--- src/rtl/sprite_rom_arbiter_if.sv ---
// Requester/ROM-side bus of the sprite ROM arbiter: packed per-port requests and
// addresses, one-hot grants and returns, and the shared ROM address/data pair.
interface sprite_rom_arbiter_if #(
  parameter int N_REQ = 4,
  parameter int AW    = 17,
  parameter int DW    = 4
);
  logic [N_REQ-1:0]    req;
  logic [N_REQ*AW-1:0] addr;
  logic [N_REQ-1:0]    gnt;
  logic [AW-1:0]       rom_address;
  logic [DW-1:0]       rom_q;
  logic [N_REQ-1:0]    rvalid;
  logic [DW-1:0]       rdata;

  // Requesters and the ROM sit on the master side; the arbiter is the slave.
  modport master (
    output req, addr, rom_q,
    input  gnt, rom_address, rvalid, rdata
  );

  modport slave (
    input  req, addr, rom_q,
    output gnt, rom_address, rvalid, rdata
  );
endinterface

--- src/rtl/sprite_rom_arbiter.sv ---
// Shares one synchronous sprite ROM read port: port 0 (pixel draw) has fixed priority,
// secondary ports are round-robin with a starvation guard that can pre-empt port 0.
module sprite_rom_arbiter #(
  parameter int N_REQ      = 4,
  parameter int AW         = 17,
  parameter int DW         = 4,
  parameter int ROM_LAT    = 1,
  parameter int STARVE_MAX = 15
) (
  input  logic                 vga_clk,
  input  logic                 reset_n,
  sprite_rom_arbiter_if.slave  bus
);

  localparam int PW = $clog2(N_REQ);
  localparam int CW = $clog2(STARVE_MAX + 1);
  localparam logic [CW-1:0] SAT      = CW'(STARVE_MAX);
  localparam logic [PW-1:0] RR_FIRST = PW'(1);

  logic [PW-1:0]    r_rr_ptr;
  logic [CW-1:0]    r_wait [1:N_REQ-1];
  logic [N_REQ-1:0] r_pipe [ROM_LAT];
  logic [N_REQ-1:0] r_gnt;
  logic [AW-1:0]    r_rom_address;
  logic [N_REQ-1:0] r_rvalid;
  logic [DW-1:0]    r_rdata;

  logic             w_win_valid;
  logic             w_win_rr;
  logic [PW-1:0]    w_win_idx;
  logic [N_REQ-1:0] w_win_oh;
  logic [AW-1:0]    w_win_addr;

  // Secondary slot visited at a given offset from the pointer, wrapping past N_REQ-1 to 1.
  function automatic logic [PW-1:0] rr_slot(input logic [PW-1:0] ptr, input int off);
    int j;
    j = int'(ptr) + off;
    if (j >= N_REQ) j = j - (N_REQ - 1);
    return PW'(j);
  endfunction

  function automatic logic [PW-1:0] rr_next(input logic [PW-1:0] k);
    if (int'(k) >= N_REQ - 1) return RR_FIRST;
    return k + RR_FIRST;
  endfunction

  // NOTE: every variable gets a default at the top of always_comb so no path infers a latch.
  always_comb begin
    w_win_valid = 1'b0;
    w_win_rr    = 1'b0;
    w_win_idx   = '0;
    // Descending scans let the lowest index / smallest offset win.
    for (int i = N_REQ - 1; i >= 1; i--) begin
      if (bus.req[i] && r_wait[i] == SAT) begin
        w_win_valid = 1'b1;
        w_win_idx   = PW'(i);
      end
    end
    if (!w_win_valid && bus.req[0]) begin
      w_win_valid = 1'b1;
    end
    if (!w_win_valid) begin
      for (int off = N_REQ - 2; off >= 0; off--) begin
        if (bus.req[rr_slot(r_rr_ptr, off)]) begin
          w_win_valid = 1'b1;
          w_win_rr    = 1'b1;
          w_win_idx   = rr_slot(r_rr_ptr, off);
        end
      end
    end
    w_win_oh   = w_win_valid ? (N_REQ'(1) << w_win_idx) : '0;
    w_win_addr = bus.addr[int'(w_win_idx)*AW +: AW];
  end

  // NOTE: sequential state uses non-blocking assignments so every flop samples pre-edge values.
  always_ff @(posedge vga_clk or negedge reset_n) begin
    if (!reset_n) begin
      r_gnt         <= '0;
      r_rom_address <= '0;
      r_rr_ptr      <= RR_FIRST;
    end else begin
      r_gnt <= w_win_oh;
      if (w_win_valid) r_rom_address <= w_win_addr;
      if (w_win_rr)    r_rr_ptr      <= rr_next(w_win_idx);
    end
  end

  always_ff @(posedge vga_clk or negedge reset_n) begin
    if (!reset_n) begin
      for (int i = 1; i < N_REQ; i++) r_wait[i] <= '0;
    end else begin
      for (int i = 1; i < N_REQ; i++) begin
        if (!bus.req[i] || w_win_oh[i]) r_wait[i] <= '0;
        else if (r_wait[i] != SAT)      r_wait[i] <= r_wait[i] + CW'(1);
      end
    end
  end

  // NOTE: the return pipeline array is reset on purpose: reads in flight at reset must never return.
  always_ff @(posedge vga_clk or negedge reset_n) begin
    if (!reset_n) begin
      for (int i = 0; i < ROM_LAT; i++) r_pipe[i] <= '0;
      r_rvalid <= '0;
      r_rdata  <= '0;
    end else begin
      r_pipe[0] <= r_gnt;
      for (int i = 1; i < ROM_LAT; i++) r_pipe[i] <= r_pipe[i-1];
      r_rvalid <= r_pipe[ROM_LAT-1];
      if (|r_pipe[ROM_LAT-1]) r_rdata <= bus.rom_q;
    end
  end

  assign bus.gnt         = r_gnt;
  assign bus.rom_address = r_rom_address;
  assign bus.rvalid      = r_rvalid;
  assign bus.rdata       = r_rdata;

endmodule

--- src/flat_wrapper.sv ---
// flat-port wrapper written by rule: the top's interface ports become plain ports
module sprite_rom_arbiter_flat 
#(
  parameter int N_REQ      = 4,
  parameter int AW         = 17,
  parameter int DW         = 4,
  parameter int ROM_LAT    = 1,
  parameter int STARVE_MAX = 15
)
  (vga_clk, reset_n, bus_req, bus_addr, bus_rom_q, bus_gnt, bus_rom_address, bus_rvalid, bus_rdata);
  sprite_rom_arbiter_if #(.N_REQ(N_REQ), .AW(AW), .DW(DW)) bus_i ();
  input  logic vga_clk;
  input  logic reset_n;
  input wire logic [$bits(bus_i.req)-1:0] bus_req;
  input wire logic [$bits(bus_i.addr)-1:0] bus_addr;
  input wire logic [$bits(bus_i.rom_q)-1:0] bus_rom_q;
  output wire logic [$bits(bus_i.gnt)-1:0] bus_gnt;
  output wire logic [$bits(bus_i.rom_address)-1:0] bus_rom_address;
  output wire logic [$bits(bus_i.rvalid)-1:0] bus_rvalid;
  output wire logic [$bits(bus_i.rdata)-1:0] bus_rdata;
  assign bus_i.req = bus_req;
  assign bus_i.addr = bus_addr;
  assign bus_i.rom_q = bus_rom_q;
  assign bus_gnt = bus_i.gnt;
  assign bus_rom_address = bus_i.rom_address;
  assign bus_rvalid = bus_i.rvalid;
  assign bus_rdata = bus_i.rdata;
  sprite_rom_arbiter #(.N_REQ(N_REQ), .AW(AW), .DW(DW), .ROM_LAT(ROM_LAT), .STARVE_MAX(STARVE_MAX)) u_core (.vga_clk(vga_clk), .reset_n(reset_n), .bus(bus_i));
endmodule
--- config.mk ---
export PLATFORM = sky130hd
export DESIGN_NAME = sprite_rom_arbiter_flat
export DESIGN_NICKNAME = d
export VERILOG_FILES = /design/src/rtl/sprite_rom_arbiter_if.sv /design/src/rtl/sprite_rom_arbiter.sv /design/src/flat_wrapper.sv
export SDC_FILE = /design/constraint.sdc
export NUM_CORES = 1
export LEC_CHECK = 0
export CAP_MARGIN = 15
export CELL_PAD_IN_SITES_DETAIL_PLACEMENT = 1
export CELL_PAD_IN_SITES_GLOBAL_PLACEMENT = 1
export CORE_ASPECT_RATIO = 2
export CORE_MARGIN = 2
export CORE_UTILIZATION = 29
export DETAILED_ROUTE_END_ITERATION = 16
export GPL_ROUTABILITY_DRIVEN = 0
export PLACE_DENSITY_LB_ADDON = 0.1
export SYNTH_ARGS = -nofsm -noshare
export SYNTH_HDL_FRONTEND = slang
export SYNTH_SLANG_ARGS = --single-unit
--- constraint.sdc ---
create_clock -name vga_clk -period 3.1 [get_ports vga_clk]
set_input_delay 0.31 -clock vga_clk [delete_from_list [all_inputs] [get_ports vga_clk]]
set_output_delay 0.31 -clock vga_clk [all_outputs]
set_load 0.05 [all_outputs]
Word-level counts from Yosys, hierarchy flattened
Cells that the tools add are included.
Cells by class
  multipliers: 1
  shift operators: 2
  magnitude comparators: 7
  add/subtract/negate cells: 9
  eq/ne operators: 6
  multiplexer cells: 39
  reductions and logical operators: 15
Operators with widths (count)
  variable part select 68 x 32 -> 17 bit: 1
  2-to-1 mux 2 bit: 15
  2-to-1 mux 4 bit: 7
  2-to-1 mux 1 bit: 14
  adder 4 x 1 -> 4 bit, second input constant: 3
  equality test 4 bit, second input constant: 3
  inequality test 4 bit, second input constant: 3
  < comparator 2 x 3 -> 1 bit, second input constant: 3
  multiplier 2 x 5 -> 7 bit, second input constant: 1
  binary-select mux 1 bit (select 2 bit): 3
  greater-or-equal comparator 3 bit, second input constant: 2
  nonzero test 2 bit: 3
  logical AND 1 bit: 4
  zero test 1 bit: 4
  OR reduction 4 bit: 1
  left shift 1 x 2 -> 4 bit, first input constant: 1
  subtractor 2 x 1 -> 2 bit, second input constant: 2
  adder 2 x 1 -> 3 bit, second input constant: 1
  adder 2 x 2 -> 3 bit, second input constant: 1
  greater-or-equal comparator 2 x 3 -> 1 bit, second input constant: 1
  logical OR 1 bit: 3
  adder 2 x 1 -> 2 bit, second input constant: 1
  greater-or-equal comparator 2 bit, second input constant: 1
  subtractor 2 bit, second input constant: 1
Word-level totals
  flip-flop bits (word level): 47
  output and inout bits: 29
  logic and storage cells: 88

Logic depth before layout (Yosys ltp)
  depth in word-level cells: 19
  mapped depth: 13

Worst setup path before layout
No wires, ideal clock.
  path type: reg2reg
  start point: register u_core.r_rr_ptr[0]
  end point: register u_core.r_wait[2] (netlist name)
  required time: 3020 ps
  data arrival time: 2801 ps
  path slack: 219 ps
  clock period less this slack: 2881 ps
  stages on the path, launching flop included: 14
  buffers on the path: 2
  path through: dfstp_2 inv_1 ha_1 clkbuf_1 mux2i_1 o22ai_1 or4_4 nand2_8 inv_2 buf_4 ha_1 and2_4 nand2b_4 nor3_2
On the way
  word-level cells in the longest chain between the ends: 14
  elaborated cells between the ends (all ways): 33
Ends and longest elaborated chain
  start: declaration: line sprite_rom_arbiter.sv:20  | logic [PW-1:0] r_rr_ptr;
  start signal: assignment: line sprite_rom_arbiter.sv:84  | if (w_win_rr) r_rr_ptr <= rr_next(w_win_idx);
  adder 2 x 2 -> 3 bit: line sprite_rom_arbiter.sv:37  | j = int'(ptr) + off;
  greater-or-equal comparator 3 bit or subtractor 2 x 1 -> 2 bit (tied branches): line sprite_rom_arbiter.sv:38  | if (j >= N_REQ) j = j - (N_REQ - 1);
  2-to-1 mux 2 bit: line sprite_rom_arbiter.sv:38
  2-to-1 mux 2 bit: line sprite_rom_arbiter.sv:62  | if (!w_win_valid) begin
  binary-select mux 1 bit (select 2 bit): line sprite_rom_arbiter.sv:64  | if (bus.req[rr_slot(r_rr_ptr, off)]) begin
  2-to-1 mux 1 bit (implied by the code): line sprite_rom_arbiter.sv:64
  2-to-1 mux 2 bit (3 in series): line sprite_rom_arbiter.sv:64
  2-to-1 mux 2 bit: line sprite_rom_arbiter.sv:62
  left shift 1 x 2 -> 4 bit: line sprite_rom_arbiter.sv:71  | w_win_oh = w_win_valid ? (N_REQ'(1) << w_win_idx) : '0;
  2-to-1 mux 4 bit (*): line sprite_rom_arbiter.sv:71
  named net u_core.w_win_oh[3]: line sprite_rom_arbiter.sv:31  | logic [N_REQ-1:0] w_win_oh;
  logical OR 1 bit (*): line sprite_rom_arbiter.sv:93  | if (!bus.req[i] || w_win_oh[i]) r_wait[i] <= '0;
  2-to-1 mux 4 bit or nonzero test 2 bit (tied branches)
  end signal: indexed assignment: line sprite_rom_arbiter.sv:93
  end: declaration: line sprite_rom_arbiter.sv:21  | logic [CW-1:0] r_wait [1:N_REQ-1];
The timed path passes the listed nets; every way through them passes the cells marked *. The select of a mux whose other input is x is not followed.
A chain may end at the register's enable or synchronous reset.

Worst setup path after layout
  start point: register u_core.r_rr_ptr[0]
  end point: register u_core.r_wait[6] (netlist name)
On the way
  word-level cells in the longest chain between the ends: 14
  elaborated cells between the ends (all ways): 33
Ends and longest elaborated chain (line)
  adder 2 x 2 -> 3 bit: sprite_rom_arbiter.sv:37
  greater-or-equal comparator 3 bit or subtractor 2 x 1 -> 2 bit (tied branches): sprite_rom_arbiter.sv:38
  2-to-1 mux 2 bit: sprite_rom_arbiter.sv:38
  2-to-1 mux 2 bit: sprite_rom_arbiter.sv:62
  binary-select mux 1 bit (select 2 bit): sprite_rom_arbiter.sv:64
  2-to-1 mux 1 bit (implied by the code): sprite_rom_arbiter.sv:64
  2-to-1 mux 2 bit (3 in series): sprite_rom_arbiter.sv:64
  2-to-1 mux 2 bit: sprite_rom_arbiter.sv:62
  left shift 1 x 2 -> 4 bit: sprite_rom_arbiter.sv:71
  2-to-1 mux 4 bit (*): sprite_rom_arbiter.sv:71
  logical OR 1 bit (*): sprite_rom_arbiter.sv:93
  2-to-1 mux 4 bit or nonzero test 2 bit (tied branches)
Every way passes the cells marked *; elsewhere a longest branch is shown, timed or not. The select of a mux whose other input is x is not followed.

==> impl_metrics.json <==
{
  "max-vdd-ir-drop_mv": 0.433,
  "start_util": 0.296,
  "core-area_mm2": 0.00895,
  "die_h_um": 139,
  "path_clk_slew_ns": 0.07,
  "portBuffers": 106,
  "power-per-cell-area_mw_per_mm2": 973,
  "crit_end": "u_core.r_wait[6]",
  "worst_slack_ns": 0.238,
  "clock_latency_ns": 0.29,
  "cp-end-kind": "flop",
  "cp_data_required_time_ns": 3.26,
  "drive_above_1_share": 0.138,
  "crit_arrival_ns": 3.03,
  "setup.worst_path.class": "flop to flop",
  "async_reset_ff_frac": 1.00,
  "cp_max_fo": 21,
  "ys_ff_latch": 47,
  "whs_ns": 0.0864,
  "post-place-ws_ns": 0.167,
  "fp.dieW_um": 71.6,
  "root_buffer": "clkbuf_16",
  "synthXorXnorAreaFrac": 0.00992,
  "grt_pass1_wl_um": 13400,
  "fill_cells": 1011,
  "total_power_mw": 3.86,
  "r2r_slack_ns": 0.24,
  "crit_path_start": "u_core.r_rr_ptr[0]",
  "ys_warn_count": 0,
  "antenna_left": 0,
  "slew_viol_final": 0,
  "netlist_area_mm2": 0.00265,
  "muxShareOfSynthArea": 0.112,
  "holdBufCountCts": 0,
  "synth_top_family_by_area": "compound AO/OA/AOI/OAI gates",
  "rr_worst_depth": 10,
  "finalHoldViolCount": 0,
  "drtIter0Drc": 72,
  "reg2reg_from": "u_core.r_rr_ptr[0]",
  "dpl.cell_count": 450,
  "wl_um": 8090,
  "clk_path_buf_depth": 2,
  "skew_ns": 0.00776,
  "grt_pass1_vias": 2746,
  "placed_area_mm2": 0.00380,
  "antenna_found_initial": 0,
  "startpoint_type": "flop",
  "dp_hpwl_um": 6340,
  "utilization": 0.444,
  "max_slew_margin": 0.439,
  "cts_buffers": 5,
  "status": "finished, final reports clean",
  "grt_max_degree": 31,
  "rsz0062_at_grt": "no",
  "synth_compound_area_frac": 0.193,
  "fin_area_mm2": 0.00397,
  "vias_per_cell": 5.19,
  "io_pins": 107,
  "ys_types": 56,
  "cts_setup_buffers": 0,
  "seq_area_mm2": 0.00118,
  "netlist_instances": 249,
  "diodes": 0,
  "finalSetupTns_ns": 0,
  "worst_pin_slew_ns": 0.833,
  "htreeDepth": 2,
  "cap_violations": 0,
  "vias": 2379,
  "yosys.area_share.simple": 0.172,
  "dieArea_mm2": 0.00996,
  "cts_sinks": 47,
  "grt_use_total": 0.171,
  "avgRoutedWirePerCell_um": 17.7,
  "synth_fp_nets": 333,
  "synth_edf_count": 0,
  "drc_errors": 0,
  "post_cts_resized": 0,
  "setup_viol": 0,
  "max_freq_mhz": 349,
  "stdcell_count": 458,
  "overflow": 0,
  "nets": 439,
  "p_leak_nw": 1.71,
  "row_count": 49,
  "hold_path_class": "input pin to async pin",
  "reg2reg_to": "u_core.r_wait[6]",
  "period_needed_ns": 2.86,
  "post_synth.cell_area_avg_um2": 10.6,
  "synth_ff_type": "dfrtp_1",
  "final.period_utilization": 0.923,
  "cts_tree": "yes",
  "firstDrtPassIters": 4,
  "multi_input_area_mm2": 0.00137,
  "synthAdderAreaFrac": 0.0284,
  "area_growth_pct": 50.0,
  "yosysSeqAreaShare": 0.445
}
layout make-up:
| type | instances | area share |
|---|---|---|
| inverter | 4 | 0.00378 |
| multi-input combinational | 185 | 0.344 |
| clock buffer | 5 | 0.0315 |
| timing repair buffer | 112 | 0.280 |
| sequential | 47 | 0.297 |
| tap | 102 | 0.0321 |
| clock inverter | 3 | 0.0117 |
report_power, final:
| group | internal (mW) | leakage (nW) | switching [mW] |
|---|---|---|---|
| Sequential | 0.859 | 0.581 | 0.154 |
| Clock | 0.383 | 0.0804 | 0.241 |
| Combinational | 0.849 | 1.05 | 1.38 |
| Total | 2.09 | 1.71 | 1.77 |
synthesized netlist by cell type, types with 2 or more instances:
cell type,number,area (µm²)
nand3_1,6,30.0
buf_2,5,25.0
inv_1,3,11.3
xnor2_1,2,17.5
a21oi_1,12,60.1
nor3b_1,3,22.5
nor3_1,2,10.0
o21ai_0,4,20.0
ha_1,6,75.1
nor2_1,31,116
mux2i_1,25,250
nand2_1,26,97.6
buf_4,2,15.0
a31oi_1,5,31.3
a21oi_2,7,61.3
and4_1,2,17.5
clkbuf_1,3,11.3
dfrtp_1,46,1150
nand4_1,3,18.8
a221oi_1,5,43.8
a221oi_2,12,180
mux2_2,4,45.0
buf_6,2,22.5
critical path, stage by stage (launching register included):
cell     delay, ns
dfstp_2       0.58
inv_1         0.07
ha_1          0.41
mux2i_1       0.21
o22ai_1       0.11
or4_4         0.47
nand2_8       0.17
inv_2         0.06
buf_4         0.23
o21ai_1       0.32
nor3_1        0.10
registers in the layout, indices dropped and copies added (netlist names):
signal / count
u_core.bus.rom_address: 17
u_core.r_wait: 12
u_core.bus.gnt: 4
u_core.bus.rdata: 4
u_core.bus.rvalid: 4
u_core.r_pipe: 4
u_core.r_rr_ptr: 2
per-layer routing:
| layer | global-route usage | part of all wire |
|---|---|---|
| met2 | 0.342 | 0.61 |
| met3 | 0.0342 | 0.045 |
| met4 | 0.0576 | 0.016 |
| met1 | 0.165 | 0.33 |
| met5 | 0 | 0 |
logic make-up (layout without fill, tap and decap cells):
| logic type | count (synthesis) | in the layout |
|---|---|---|
| simple gates | 89 | 89 |
| compound gates | 58 | 58 |
| flops | 47 | 47 |
| mux | 29 | 29 |
| buf+inv | 17 | 124 |
| fa+ha+maj | 6 | 6 |
| xor+xnor | 3 | 3 |
placed cells by master, fill, tap and decap left out, drive strengths merged, types with 4 or more instances in the layout:
cell / Yosys / routed
nand3: 6 / 6
ha: 6 / 6
a21oi: 19 / 19
buf: 10 / 7
clkdlybuf4s50: 0 / 105
mux2i: 25 / 25
a31oi: 5 / 5
a221oi: 17 / 17
nor2: 31 / 31
clkbuf: 3 / 5
dfrtp: 46 / 46
inv: 4 / 5
o21ai: 5 / 5
nand2: 27 / 27
mux2: 4 / 4
worst min-delay path by stage:
stage	startpoint	to	slack (ns)	cells after the start
final	reset_n	u_core.r_wait[4]	0.09	1
after global routing	reset_n	u_core.r_wait[4]	0.14	1
after CTS	reset_n	u_core.r_wait[4]	0.11	1
after detailed placement	u_core.r_pipe[0]	u_core.bus.rvalid[0]	0.37	0
after global placement	u_core.bus.gnt[2]	u_core.r_pipe[2]	0.36	0
after floorplan	reset_n	u_core.bus.gnt[0]	0.01	0
Power figures use the tool's default switching activity.
